==> config.mk <==
export PLATFORM = sky130hd
export DESIGN_NAME = coin_input_conditioner
export DESIGN_NICKNAME = d
export VERILOG_FILES = /design/src/rtl/coin_pkg.sv /design/src/rtl/sync_debounce.sv /design/src/rtl/coin_input_conditioner.sv
export SDC_FILE = /design/constraint.sdc
export NUM_CORES = 1
export LEC_CHECK = 0
export CAP_MARGIN = 20
export CELL_PAD_IN_SITES_DETAIL_PLACEMENT = 1
export CELL_PAD_IN_SITES_GLOBAL_PLACEMENT = 2
export CORE_MARGIN = 5
export CORE_UTILIZATION = 29
export DETAILED_ROUTE_END_ITERATION = 16
export PLACE_DENSITY = 0.74
export SLEW_MARGIN = 15
export SYNTH_ARGS = -nofsm -noshare
export SYNTH_HDL_FRONTEND = slang
export SYNTH_HIERARCHICAL = 1
export SYNTH_SLANG_ARGS = --single-unit
==> constraint.sdc <==
create_clock -name CLOCK_50 -period 1.8 [get_ports CLOCK_50]
set_input_delay 0.18 -clock CLOCK_50 [delete_from_list [all_inputs] [get_ports CLOCK_50]]
set_output_delay 0.18 -clock CLOCK_50 [all_outputs]
set_load 0.02 [all_outputs]
==> src/rtl/coin_pkg.sv <==
// Coin codes and conditioner state encodings shared with the vending credit FSM.
// Coin codes are the raw coin_sel switch values latched at press acceptance.
package coin_pkg;

   localparam logic [1:0] COIN_NONE  = 2'b00;
   localparam logic [1:0] COIN_25C   = 2'b01;
   localparam logic [1:0] COIN_50C   = 2'b10;
   localparam logic [1:0] COIN_1BIRR = 2'b11;

   localparam int SYNC_STAGES = 2;
   localparam logic [7:0] COUNT_MAX = 8'hFF;

   typedef enum logic [1:0] {
      ST_IDLE  = 2'd0,
      ST_ISSUE = 2'd1,
      ST_HOLD  = 2'd2
   } coin_state_t;

   // A press with coin_sel at COIN_NONE is consumed without producing a token.
   function automatic logic is_coin(input logic [1:0] code);
      return code != COIN_NONE;
   endfunction

endpackage

==> src/rtl/sync_debounce.sv <==
// Synchroniser plus stability counter for an active-low pushbutton.
// level is the accepted (debounced) level; press/release_evt pulse in the cycle it flips.
module sync_debounce
   import coin_pkg::*;
#(
   parameter int DEBOUNCE_CYCLES = 1000000,
   parameter int CNT_W           = 20
) (
   input  logic clk,
   input  logic srst,
   input  logic raw_n,
   output logic level,
   output logic press_evt,
   output logic release_evt
);

   logic [SYNC_STAGES-1:0] sync_reg;
   logic                   level_reg;
   logic [CNT_W-1:0]       cnt_reg;
   logic                   synced;
   logic                   flip;

   // Stages preset high so a released button is never mistaken for a press.
   generate
      for (genvar gi = 0; gi < SYNC_STAGES; gi++) begin : g_sync
         always_ff @(posedge clk) begin
            if (srst) begin
               sync_reg[gi] <= 1'b1;
            end else if (gi == 0) begin
               sync_reg[gi] <= raw_n;
            end else begin
               sync_reg[gi] <= sync_reg[(gi > 0) ? gi - 1 : 0];
            end
         end
      end
   endgenerate

   assign synced = sync_reg[SYNC_STAGES-1];
   assign flip   = (synced != level_reg) && (cnt_reg == CNT_W'(DEBOUNCE_CYCLES - 1));

   always_ff @(posedge clk) begin
      if (srst) begin
         level_reg <= 1'b1;
         cnt_reg   <= '0;
      end else if (synced == level_reg) begin
         cnt_reg   <= '0;
      end else if (flip) begin
         level_reg <= synced;
         cnt_reg   <= '0;
      end else begin
         cnt_reg   <= cnt_reg + CNT_W'(1);
      end
   end

   assign level       = level_reg;
   assign press_evt   = flip & level_reg;
   assign release_evt = flip & ~level_reg;

endmodule

==> src/rtl/coin_input_conditioner.sv <==
// Turns a debounced insert press plus coin_sel into one valid/ready coin token.
// Define COIN_INPUT_CONDITIONER_COUNT_EN to build the saturating accepted-coin counter.
module coin_input_conditioner
   import coin_pkg::*;
#(
   parameter int DEBOUNCE_CYCLES = 1000000,
   parameter int CNT_W           = 20
) (
   input  logic       CLOCK_50,
   input  logic       reset,
   input  logic [1:0] coin_sel,
   input  logic       insert_n,
   input  logic       coin_ready,
   output logic       coin_valid,
   output logic [1:0] coin_code,
   output logic       busy,
   output logic [7:0] coin_count
);

   coin_state_t state_reg, state_next;
   logic [1:0]  code_reg, code_next;
   logic        level;
   logic        press_evt;
   logic        release_evt;
   logic        transfer;

   sync_debounce #(
      .DEBOUNCE_CYCLES (DEBOUNCE_CYCLES),
      .CNT_W           (CNT_W)
   ) u_debounce (
      .clk         (CLOCK_50),
      .srst        (reset),
      .raw_n       (insert_n),
      .level       (level),
      .press_evt   (press_evt),
      .release_evt (release_evt)
   );

   always_ff @(posedge CLOCK_50) begin
      if (reset) begin
         state_reg <= ST_IDLE;
         code_reg  <= COIN_NONE;
      end else begin
         state_reg <= state_next;
         code_reg  <= code_next;
      end
   end

   always_comb begin
      state_next = state_reg;
      code_next  = code_reg;
      case (state_reg)
         ST_IDLE: begin
            if (press_evt) begin
               code_next  = coin_sel;
               state_next = is_coin(coin_sel) ? ST_ISSUE : ST_HOLD;
            end
         end
         ST_ISSUE: begin
            if (coin_ready) begin
               state_next = ST_HOLD;
            end
         end
         ST_HOLD: begin
            // A release seen while the token was pending is already in level.
            if (level || release_evt) begin
               state_next = ST_IDLE;
            end
         end
         default: begin
            state_next = ST_IDLE;
         end
      endcase
   end

   assign coin_valid = (state_reg == ST_ISSUE);
   assign coin_code  = code_reg;
   assign busy       = (state_reg != ST_IDLE);
   assign transfer   = coin_valid & coin_ready;

`ifdef COIN_INPUT_CONDITIONER_COUNT_EN
   logic [7:0] count_reg;

   always_ff @(posedge CLOCK_50) begin
      if (reset) begin
         count_reg <= 8'd0;
      end else if (transfer && (count_reg != COUNT_MAX)) begin
         count_reg <= count_reg + 8'd1;
      end
   end

   assign coin_count = count_reg;
`else
   logic unused_transfer;
   assign unused_transfer = transfer;
   assign coin_count      = 8'd0;
`endif

endmodule

After elaboration in Yosys (flattened, before gate mapping). Index checks and enable logic that the tools add are counted.

$add $sub $neg: 1. Equal/unequal tests: 8. Multiplexer cells: 5. Bitwise operators: 4. Reductions and logical operators: 9.

Operator list (count): $add 20x1->20 const B (1); $eq 20x20->1 const B (1); $mux 2 (4); $ne 2x2->1 const B (3); $pmux 2 s3 (1); $reduce_and 2->1 (2); $reduce_bool 2->1 (2); $reduce_and 3->1 (1); $reduce_or 3->1 (1); $and 1x1->1 (2); $eq 2x1->1 const B (1); $eq 2x2->1 const B (1); $logic_not 2->1 (1); $not 1->1 (2); $eq 1x1->1 (1); $logic_and 1x1->1 (1); $logic_or 1x1->1 (1); $ne 1x1->1 (1).

Bits in registers: 27. Input bits: 6. Output and inout port bits: 12.

Logic depth before layout (Yosys ltp). Gate-level depths: netlist (run 1).

Word-level depth: 6. Gate-level depth with buffers: 8. Depth with buffers taken out: 8.

By module. Netlist (run 1), hierarchy kept.

By module, submodules not included: sync_debounce (times used 1, cells an instance 119, area an instance 1083.5 um^2, sequential area each 460.4 um^2); coin_input_conditioner (times used 1, cells an instance 28, area an instance 251.5 um^2, sequential area each 80.1 um^2).

Least setup slack after synthesis (run 1). No wires, ideal clock.

Path type: register -> register. From: register u_debounce.cnt_reg[0]. To: register code_reg[0], in the netlist coin_code[0]. Library setup time: 0.114 ns. Data arrival time: 1.631 ns. Setup slack: 0.054 ns. Cell stages (with the launch flop): 9. Buffers on the path: 0. Clock period less this slack: 1.746 ns. Cells stage by stage: dfxtp_1 > ha_1 > and3_1 > and3_2 > nand2_1 > nor2_1 > nor3b_4 > mux2i_1 > nor2_1.

Word-level cells in the longest chain between the ends: 4.

RTL lines: start, declared (RTL line sync_debounce.sv:19) `logic [CNT_W-1:0] cnt_reg;`; start signal, assigned (RTL line sync_debounce.sv:51) `cnt_reg <= cnt_reg + CNT_W'(1);`; $eq 20x20->1 (RTL line sync_debounce.sv:39) `assign flip = (synced != level_reg) && (cnt_reg == CNT_W'(DEBOUNCE_CYCLES - 1));`; $logic_and 1x1->1 (RTL line sync_debounce.sv:39); $and 1x1->1 (RTL line sync_debounce.sv:56) `assign press_evt = flip & level_reg;`; via press_evt (RTL line coin_input_conditioner.sv:23) `logic press_evt;`; $reduce_and 2->1 (no source line); end signal, assigned (RTL line coin_input_conditioner.sv:45) `code_reg <= code_next;`; end, declared (RTL line coin_input_conditioner.sv:21) `logic [1:0] code_reg, code_next;`.

The timed path passes the listed nets, and every way through them passes these cells. A chain may end at the register's enable or synchronous reset.

Worst setup path in the final report (run 1).
From: register u_debounce.cnt_reg[0]. To: register code_reg[1], in the netlist coin_code[1].

The elaborated chain is that of the path after synthesis.

==> metrics, run 1 <==
status finished, final reports clean; area of the multi-input gates 769 um^2; critical path's slowest cell dfxtp_2; number of synthesized flops with an enable pin 0; leading cell types by count after synthesis dfxtp_1, nor2_1, xnor2_1; CP Launch Type flip-flop; Worst Path Buf+Inv 0; CP Data Required Time 1.99 ns; DR WL/cell 14.2 um; max reg flops 20; Psw 0.000245 W; Power per Cell Area 592 nW/um^2; sw frac 24.1%; RSZ-0062 raised after global routing true; final worst-path cycle share 94.5%; Place WS 0.00869 ns; P_int 0.000775 W; largest net degree at the start of global routing 19; sequential-to-total area share from yosys stat 40.5%; fill count 517; endpoint class of the critical path flip-flop; Initial Util 30.2%; FP Rows 24; Post-Place Cells 227; Die Width 77.9 um; clock-pin slew on the worst setup and hold paths 0.10 ns; fraction of synthesized area in multiplexers 3.09%; Worst Path Max Fanout 3; number of CTS-inserted buffers 3; Root Driver clkbuf_8; Worst R2R Path Depth 8; post-route worst setup slack 0.0988 ns; Max Fclk 588 MHz; Largest delay share family, worst path simple AND/OR/NAND/NOR gates; layout cells sized above 1 26.9%; stages on the worst setup path 8; maxcap violations 0; Synth Area in Adders 0.937%; Avg Cell Area, Syn 9.08 um^2; Worst Skew 0.00364 ns; WL final 3.33 mm; DR vias 1151; cell area after synthesis 1340 um^2; Port-buffer cells 9; Via-to-Cell Ratio 4.92; RD Place Congestion 0.750; Hold Path Stages 1; first-pass GRT wire length 5.60 mm; fin crit period 1.70 ns; most frequent cell after synthesis dfxtp_1; initial antenna violation count 0; DRT Pass-1 Iters 4; Antenna Nets Post-Route 0; clock sink count 27; Ys Warns 6; Synth Area in Simple Gates 33.0%; kind of critical path reg2reg; FF+latch area 546 um^2; Final Max Tran Viols 0; synth top area cells dfxtp_1, xnor2_1, nor2_1, buf_4, nand4_1; Top-Level Pins 18; core area 4410 um^2; top cell type's share of synthesized area 40.5%; die height 77.9 um; Hold/Removal Path Class reg2reg; area leader, netlist dfxtp_1; CTS tree built; data arrival time of the worst path 1.89 ns; Flop pwr share 59.0%; async set-or-reset flop fraction in the synthesized netlist 0%; post-DP HPWL 2.51 mm; library cells used by synthesis 36; Tot Pwr 0.00102 W; total congestion overflow 0; Clk pwr share 36.7%; Finished Core Util 39.0%; Synth-to-Final Area Change 29.0%; die area 6060 um^2; Synth Area in Compound Gates 5.06%; critical path cell sequence ha_4, and3_4, and3_4, nand2_2, nor2_2, nor3b_4, mux2i_1, nor2_1; FF+latch count, synth 27; Leakage 0.596 nW; GRT Util Overall 11.3%; fin area 1720 um^2; post-synthesis cell count 147; Max Buffers Root-to-Sink 2; Logic pwr share 4.4%; antenna cells 0; Remaining DRCs 0; worst-skew pair later-pin latency 0.29 ns; vias in the first global route 1222; final count of hold timing violations 0; final setup vio count 0; main combinational cell family by area after synthesis simple AND/OR/NAND/NOR gates; r2r setup slk 0.1 ns; drt first-iter violations 38; non-filler cells, final 234; CTS H-tree depth 1; Main synth FF type dfxtp_1; post-layout net count 190; Max stage delay on crit path 0.37 ns; xor and xnor area share after synthesis 9.84%; Placed Area 1600 um^2; critical path's most frequent cell and3_4; VDD IR max 0.000298 V
-- cell families after synthesis --
| group | after synthesis |
|---|---|
| AOI/OAI and AO/OA | 12 |
| xor gates and xnor gates | 15 |
| adders and majority gates | 1 |
| buffers and inverters | 14 |
| DFF | 27 |
| muxes | 4 |
| other | 1 |
| and+or+nand+nor | 73 |
-- metrics by stage --
step	TNS [ns]	hold WS (ns)
finish	0	0.421
global route	-0.0435	0.440
CTS	0	0.425
detailed placement	0	0.400
global placement	0	0.398
floorplan	0	0.249
-- layer usage --
metal,routed length [um],track usage [%]
met5,0,0
met4,71,6.19
met3,68,1.62
met2,1690,18.9
met1,1500,13.7
-- worst paths after layout --
path / start / to
hold / removal: u_debounce/sync_reg[0] / u_debounce/synced
setup reg to reg: u_debounce/cnt_reg[0] / coin_code[1]
hold reg to reg: u_debounce/sync_reg[0] / u_debounce/synced
setup / recovery: u_debounce/cnt_reg[0] / coin_code[1]
-- placed cells by master (no fill, tap or decap), types with 3 or more instances in the layout --
cell type        instances
conb_1                   8
inv_1                    4
nor4_1                   4
nor2_1                  23
clkbuf_8                 3
xnor2_1                 12
xor2_1                   3
o21ai_0                  4
buf_4                   25
nand2_1                  5
dfxtp_2                  4
dfxtp_1                 23
nor3_1                   6
a21oi_1                  5
mux2i_1                  3
clkdlybuf4s50_1          9
nand3_1                  6
nand4_1                  5
-- timing repair --
item / CTS / global route
hold buffers: 0 / 0
buffers inserted: 0 / 3
gates resized for setup: 2 / 11
endpoints found under the setup margin: 2 / 8
gates cloned: 0 / 0
pin swaps: 0 / 5
-- worst reg2reg max path, delay by kind of cell, from the launching register on --
family	cells	cell delay, ns
adder cells (fa/ha/maj)	1	0.14
AND/OR/NAND/NOR	6	0.85
flip-flops	1	0.37
multiplexers	1	0.24
-- layout make-up --
cell class	instances	area share [%]
inverters	4	0.872
multi-input cells	113	44.7
flip-flops and latches	27	31.7
well taps	52	3.78
clock inverters	1	0.436
repair buffers	34	16.1
clock buffers	3	2.40
-- power groups by stage --
| stage | clock network (W) | logic [W] | registers [W] |
|---|---|---|---|
| 3_5_place_dp | 0 | 0.0000425 | 0.000615 |
| 3_3_place_gp | 0 | 0.0000420 | 0.000615 |
| 6_report | 0.000374 | 0.0000448 | 0.000601 |
| 5_1_grt | 0.000404 | 0.0000481 | 0.000602 |
| 2_1_floorplan | 0 | 0.0000361 | 0.000615 |
| 4_1_cts | 0.000385 | 0.0000428 | 0.000601 |
Power figures use the tool's default switching activity.
==> run 2, diff against run 1 <==
Settings changed: CORE_UTILIZATION 29 to 30, DONT_BUFFER_PORTS set to 1, PLACE_DENSITY 0.74 to 0.67.
==> run 2 against run 1 <==
- sequential power about the same
- clock skew up 0.0058 ns
- clock-buffer cell count did not move
- utilization is 0.61 points lower
- combinational power decreased by 23%
- first-iteration DRC count decreased by 2.6%
- sequential share of layout area is 1.1 points higher
- critical endpoint is now u_debounce/cnt_reg[16]
- highest routed layer unchanged
==> metrics, run 2 (synthesis gave the netlist of run 1 again) <==
commonest non-fill, non-tap cell in the layout buf_4; die area 5880 um^2 (-2.9%); first-pass GRT wire length 5.29 mm (-5.4%); post-layout net count 184 (-3.2%); final count of hold timing violations 0 (unchanged); Worst Path Max Fanout 5 (+2); post-DP HPWL 2.40 mm (-4.4%); Max Buffers Root-to-Sink 2 (unchanged); Port-buffer cells 0 (-9); Placed Area 1520 um^2 (-5.2%); DR WL/cell 13.7 um (-3.8%); area of the multi-input gates 772 um^2 (+0.33%); Antenna Nets Post-Route 0 (unchanged); total congestion overflow 0 (unchanged); final worst-path cycle share 94.3% (-0.23 points); Root Driver clkbuf_8; initial antenna violation count 0 (unchanged); DR vias 1103 (-4.2%); Max Fclk 589 MHz (+0.24%); Worst Skew 0.00940 ns (+0.00576 ns); FF-to-FF End u_debounce/cnt_reg[16]; FP Rows 24 (unchanged); min-delay src coin_sel[1]; DRT Pass-1 Iters 3 (-1); CTS tree built; commonest cells after routing, fill and taps aside buf_4, dfxtp_1, nor2_1; WL final 3.12 mm (-6.2%); Synth-to-Final Area Change 24.4%; RSZ-0062 raised after global routing true; Hold Path Stages 2 (+1); maxcap violations 0 (unchanged); Initial Util 30.9% (+0.63 points); vias in the first global route 1125 (-7.9%); GRT Util Overall 11.0% (-0.28 points); FF+latch area 544 um^2 (-0.23%); fin crit period 1.70 ns (-0.00414 ns); drt first-iter violations 37 (-2.6%); max reg flops 20 (unchanged); largest net degree at the start of global routing 17 (-2); core area 4320 um^2 (-2.0%); Hold/Removal Path Class in2reg; VDD IR max 0.000297 V (-0.44%); layout cells sized above 1 28.4% (+1.5 points); CP Data Required Time 1.97 ns (-0.02 ns); CTS H-tree depth 1 (unchanged); Via-to-Cell Ratio 4.84 (-1.6%); Top-Level Pins 18 (unchanged); fill count 520 (+0.58%); reg2reg start u_debounce/cnt_reg[1]; RD Place Congestion 0.745 (-0.72%); antenna cells 0 (unchanged); clock-pin slew on the worst setup and hold paths 0.10 ns (about the same); final setup vio count 0 (unchanged); endpoint class of the critical path flip-flop; number of CTS-inserted buffers 3 (unchanged); Die Width 76.7 um (-1.5%); minimum hold slack 0.0447 ns (-0.376 ns); Leakage 0.592 nW (-0.57%); Final Max Tran Viols 0 (unchanged); CP Launch Type flip-flop; Remaining DRCs 0 (unchanged); status finished, final reports clean; r2r setup slk 0.10 ns (about the same); Worst R2R Path Depth 7 (-1); data arrival time of the worst path 1.87 ns (-0.02 ns); sink of the worst hold path coin_code[1]; clock sink count 27 (unchanged); fin area 1660 um^2 (-3.6%); worst-skew pair later-pin latency 0.28 ns (about the same); die height 76.7 um (-1.5%); kind of critical path reg2reg; Power per Cell Area 601 nW/um^2 (+1.4%)
==> run 2: cell types whose count changed in the layout (fill, tap and decap cells not counted), sizes merged <==
cell / delta
clkdlybuf4s50: -9
dlygate4sd3: +2
buf: +1
==> run 2: cell type report <==
type	instances	share of cell area [%]
multi-input cells	113	46.5
flip-flops and latches	27	32.8
repair buffers	28	13.0
well taps	52	3.92
clock buffers	3	2.49
inverters	4	0.904
clock inverters	1	0.452
==> run 2: timing repair <==
item	in CTS	in global routing
hold buffers	2	0
endpoints found under the setup margin	0	5
endpoints found under the hold margin	7	0
setup buffers	0	3
gates resized for setup	0	14
==> run 2: worst max-delay path: stages, from the launching register on <==
cell	delay (ns)
dfxtp_2	0.35
ha_2	0.18
buf_4	0.11
nand3_1	0.22
nor4_4	0.39
buf_4	0.17
xnor2_1	0.11
nor2_1	0.06
==> run 2: per-layer routing <==
layer / GRT usage, % / share of wire [%]
met5: 0 / 0
met4: 5.24 / 1.6
met3: 2.11 / 3.1
met2: 18.1 / 50
met1: 13.7 / 46
==> run 2: power breakdown <==
group          internal, W  leakage (nW)  switching (W)
clock network     0.000158        0.0217       0.000205
logic           0.00000952         0.351      0.0000248
registers         0.000600         0.219     0.00000119
==> run 2: metrics by stage <==
step                      TNS (ns)  cells  utilization, %  setup slack [ns]  total power, W
after floorplan                  0    154               -            0.0542        0.000651
after global placement           0    219            35.1            0.0822        0.000642
after detailed placement         0    219            35.1            0.0256        0.000642
after CTS                        0    225            36.7           0.00670         0.00102
after global routing       -0.0204    228            38.4           -0.0186         0.00106
final                            0    228            38.4             0.103        0.000998
==> run 2: how the worst max path moves through the flow <==
stage / start / endpoint / slack, ns / cells after the start
floorplan: u_debounce/cnt_reg[0] / coin_code[0] / 0.05 / 8
global placement: u_debounce/cnt_reg[13] / coin_code[1] / 0.08 / 7
detailed placement: u_debounce/cnt_reg[13] / coin_code[0] / 0.03 / 7
CTS: u_debounce/cnt_reg[13] / coin_code[0] / 0.007 / 7
global route: u_debounce/cnt_reg[1] / coin_code[0] / -0.02 / 8
finish: u_debounce/cnt_reg[1] / u_debounce/cnt_reg[16] / 0.10 / 7
==> run 3, diff against run 2 <==
Settings changed: RECOVER_POWER set to 100.
==> run 3 against run 2 <==
- critical path depth stayed put
- clock skew stayed put
- combinational power about the same
- setup slack did not move
- non-clock buffer count unchanged
- worst hold slack unchanged
- via count hardly changed
- critical path type unchanged
==> metrics, run 3 (synthesis gave the netlist of run 1 again) <==
status finished, final reports clean; layout cells sized above 1 27.8% (-0.57 points); endpoint class of the critical path flip-flop; post-layout net count 184 (unchanged); Hold Path Stages 2 (unchanged); die height 76.7 um (unchanged); final worst-path cycle share 94.3% (unchanged); Port-buffer cells 0 (unchanged); CTS H-tree depth 1 (unchanged); Hold/Removal Path Class in2reg; largest net degree at the start of global routing 17 (unchanged); DR vias 1104 (+0.091%); P_int 0.000767 W (unchanged); antenna cells 0 (unchanged); Max Fclk 589 MHz (unchanged); Placed Area 1520 um^2 (unchanged); Worst Path Buf+Inv 2 (unchanged); fin crit period 1.70 ns (unchanged); Flop pwr share 60.2% (about the same); Synth-to-Final Area Change 24.2%; Final Max Tran Viols 0 (unchanged); FF-to-FF End u_debounce/cnt_reg[16]; Worst Path Max Fanout 5 (unchanged); Max stage delay on crit path 0.39 ns (about the same); kind of critical path reg2reg; fin area 1660 um^2 (-0.15%); maxcap violations 0 (unchanged); max reg flops 20 (unchanged); total congestion overflow 0 (unchanged); Antenna Nets Post-Route 0 (unchanged); number of CTS-inserted buffers 3 (unchanged); Logic pwr share 3.4% (about the same); vias in the first global route 1125 (unchanged); CP Data Required Time 1.97 ns (about the same); final setup vio count 0 (unchanged); clock-pin slew on the worst setup and hold paths 0.10 ns (about the same); Place WS 0.0256 ns (unchanged); post-DP HPWL 2.40 mm (unchanged); commonest cells after routing, fill and taps aside buf_4, dfxtp_1, nor2_1; reg2reg start u_debounce/cnt_reg[1]; drt first-iter violations 38 (+2.7%); fill count 521 (+0.19%); critical path's slowest cell nor4_4; RSZ-0062 raised after global routing true; min-delay src coin_sel[1]; Largest delay share family, worst path simple AND/OR/NAND/NOR gates; FP Rows 24 (unchanged); core area 4320 um^2 (unchanged); Via-to-Cell Ratio 4.84 (about the same); worst-skew pair later-pin latency 0.28 ns (about the same); VDD IR max 0.000297 V (unchanged); commonest non-fill, non-tap cell in the layout buf_4; CP Launch Type flip-flop; Clk pwr share 36.3% (about the same); critical path's most frequent cell buf_4; CTS tree built; Worst Skew 0.00940 ns (unchanged); Root Driver clkbuf_8; Max Buffers Root-to-Sink 2 (unchanged); sink of the worst hold path coin_code[1]; Power per Cell Area 602 nW/um^2 (+0.15%); r2r setup slk 0.10 ns (about the same); Psw 0.000231 W (about the same); Worst R2R Path Depth 7 (unchanged); DRT Pass-1 Iters 3 (unchanged); Initial Util 30.9% (unchanged); Remaining DRCs 0 (unchanged); Top-Level Pins 18 (unchanged); data arrival time of the worst path 1.87 ns (about the same); DR WL/cell 13.7 um (about the same); WL final 3.12 mm (about the same); area of the multi-input gates 769 um^2 (-0.32%); first-pass GRT wire length 5.29 mm (unchanged); Worst Setup SP u_debounce/cnt_reg[1]; GRT Util Overall 11.0% (unchanged); die area 5880 um^2 (unchanged); clock sink count 27 (unchanged); Leakage 0.590 nW (-0.43%); final count of hold timing violations 0 (unchanged); RD Place Congestion 0.745 (unchanged); post-route worst setup slack 0.103 ns (unchanged); sw frac 23.2% (about the same); Die Width 76.7 um (unchanged); critical path cell sequence ha_2, buf_4, nand3_1, nor4_4, buf_4, xnor2_1, nor2_1; initial antenna violation count 0 (unchanged); FF+latch area 544 um^2 (unchanged)
[run 3: through the flow]
| stage | utilization [%] | TNS [ns] | cells | hold WS (ns) | total power [W] |
|---|---|---|---|---|---|
| after floorplan | - | 0 | 154 | 0.249 | 0.000651 |
| after global routing | 38.3 | -0.0204 | 228 | 0.0473 | 0.00106 |
| after global placement | 35.1 | 0 | 219 | 0.252 | 0.000642 |
| after detailed placement | 35.1 | 0 | 219 | 0.253 | 0.000642 |
| final | 38.3 | 0 | 228 | 0.0447 | 0.000998 |
| after CTS | 36.7 | 0 | 225 | 0.0382 | 0.00102 |
[run 3: routing by layer]
metal	GRT usage (%)	vias to the layer above	wire length (um)
met5	0	-	0
met3	2.11	4	98
met4	5.24	0	49
li1	-	554	-
met1	13.7	535	1430
met2	18.1	11	1550
[run 3: worst max path at each step]
stage	to	slack (ns)	cells after the start
final	u_debounce/cnt_reg[16]	0.10	7
after global routing	coin_code[0]	-0.02	8
after CTS	coin_code[0]	0.007	7
after detailed placement	coin_code[0]	0.03	7
after global placement	coin_code[1]	0.08	7
after floorplan	coin_code[0]	0.05	8
[run 3: worst reg2reg max path, stage by stage (launching register included)]
cell     delay (ns)
dfxtp_2        0.35
ha_2           0.18
buf_4          0.11
nand3_1        0.22
nor4_4         0.39
buf_4          0.17
xnor2_1        0.11
nor2_1         0.06
[run 3: power groups by stage]
stage | clock (W) | sequential [W] | combinational, W
after floorplan | 0 | 0.000615 | 0.0000361
after global placement | 0 | 0.000615 | 0.0000270
after detailed placement | 0 | 0.000615 | 0.0000271
after CTS | 0.000384 | 0.000601 | 0.0000327
after global routing | 0.000417 | 0.000602 | 0.0000374
final | 0.000363 | 0.000601 | 0.0000343
[run 3: timing repair]
action,in CTS,in global routing
hold buffers,2,0
gates resized for setup,0,14
setup buffers,0,3
hold endpoints to repair,7,0
setup endpoints to repair,0,5
[run 3: layout make-up]
type / count / share of cell area [%]
Multi-Input combinational cell: 113 / 46.4
Inverter: 4 / 0.906
Clock inverter: 1 / 0.453
Clock buffer: 3 / 2.49
Tap cell: 52 / 3.92
Sequential cell: 27 / 32.8
Timing Repair Buffer: 28 / 13.0
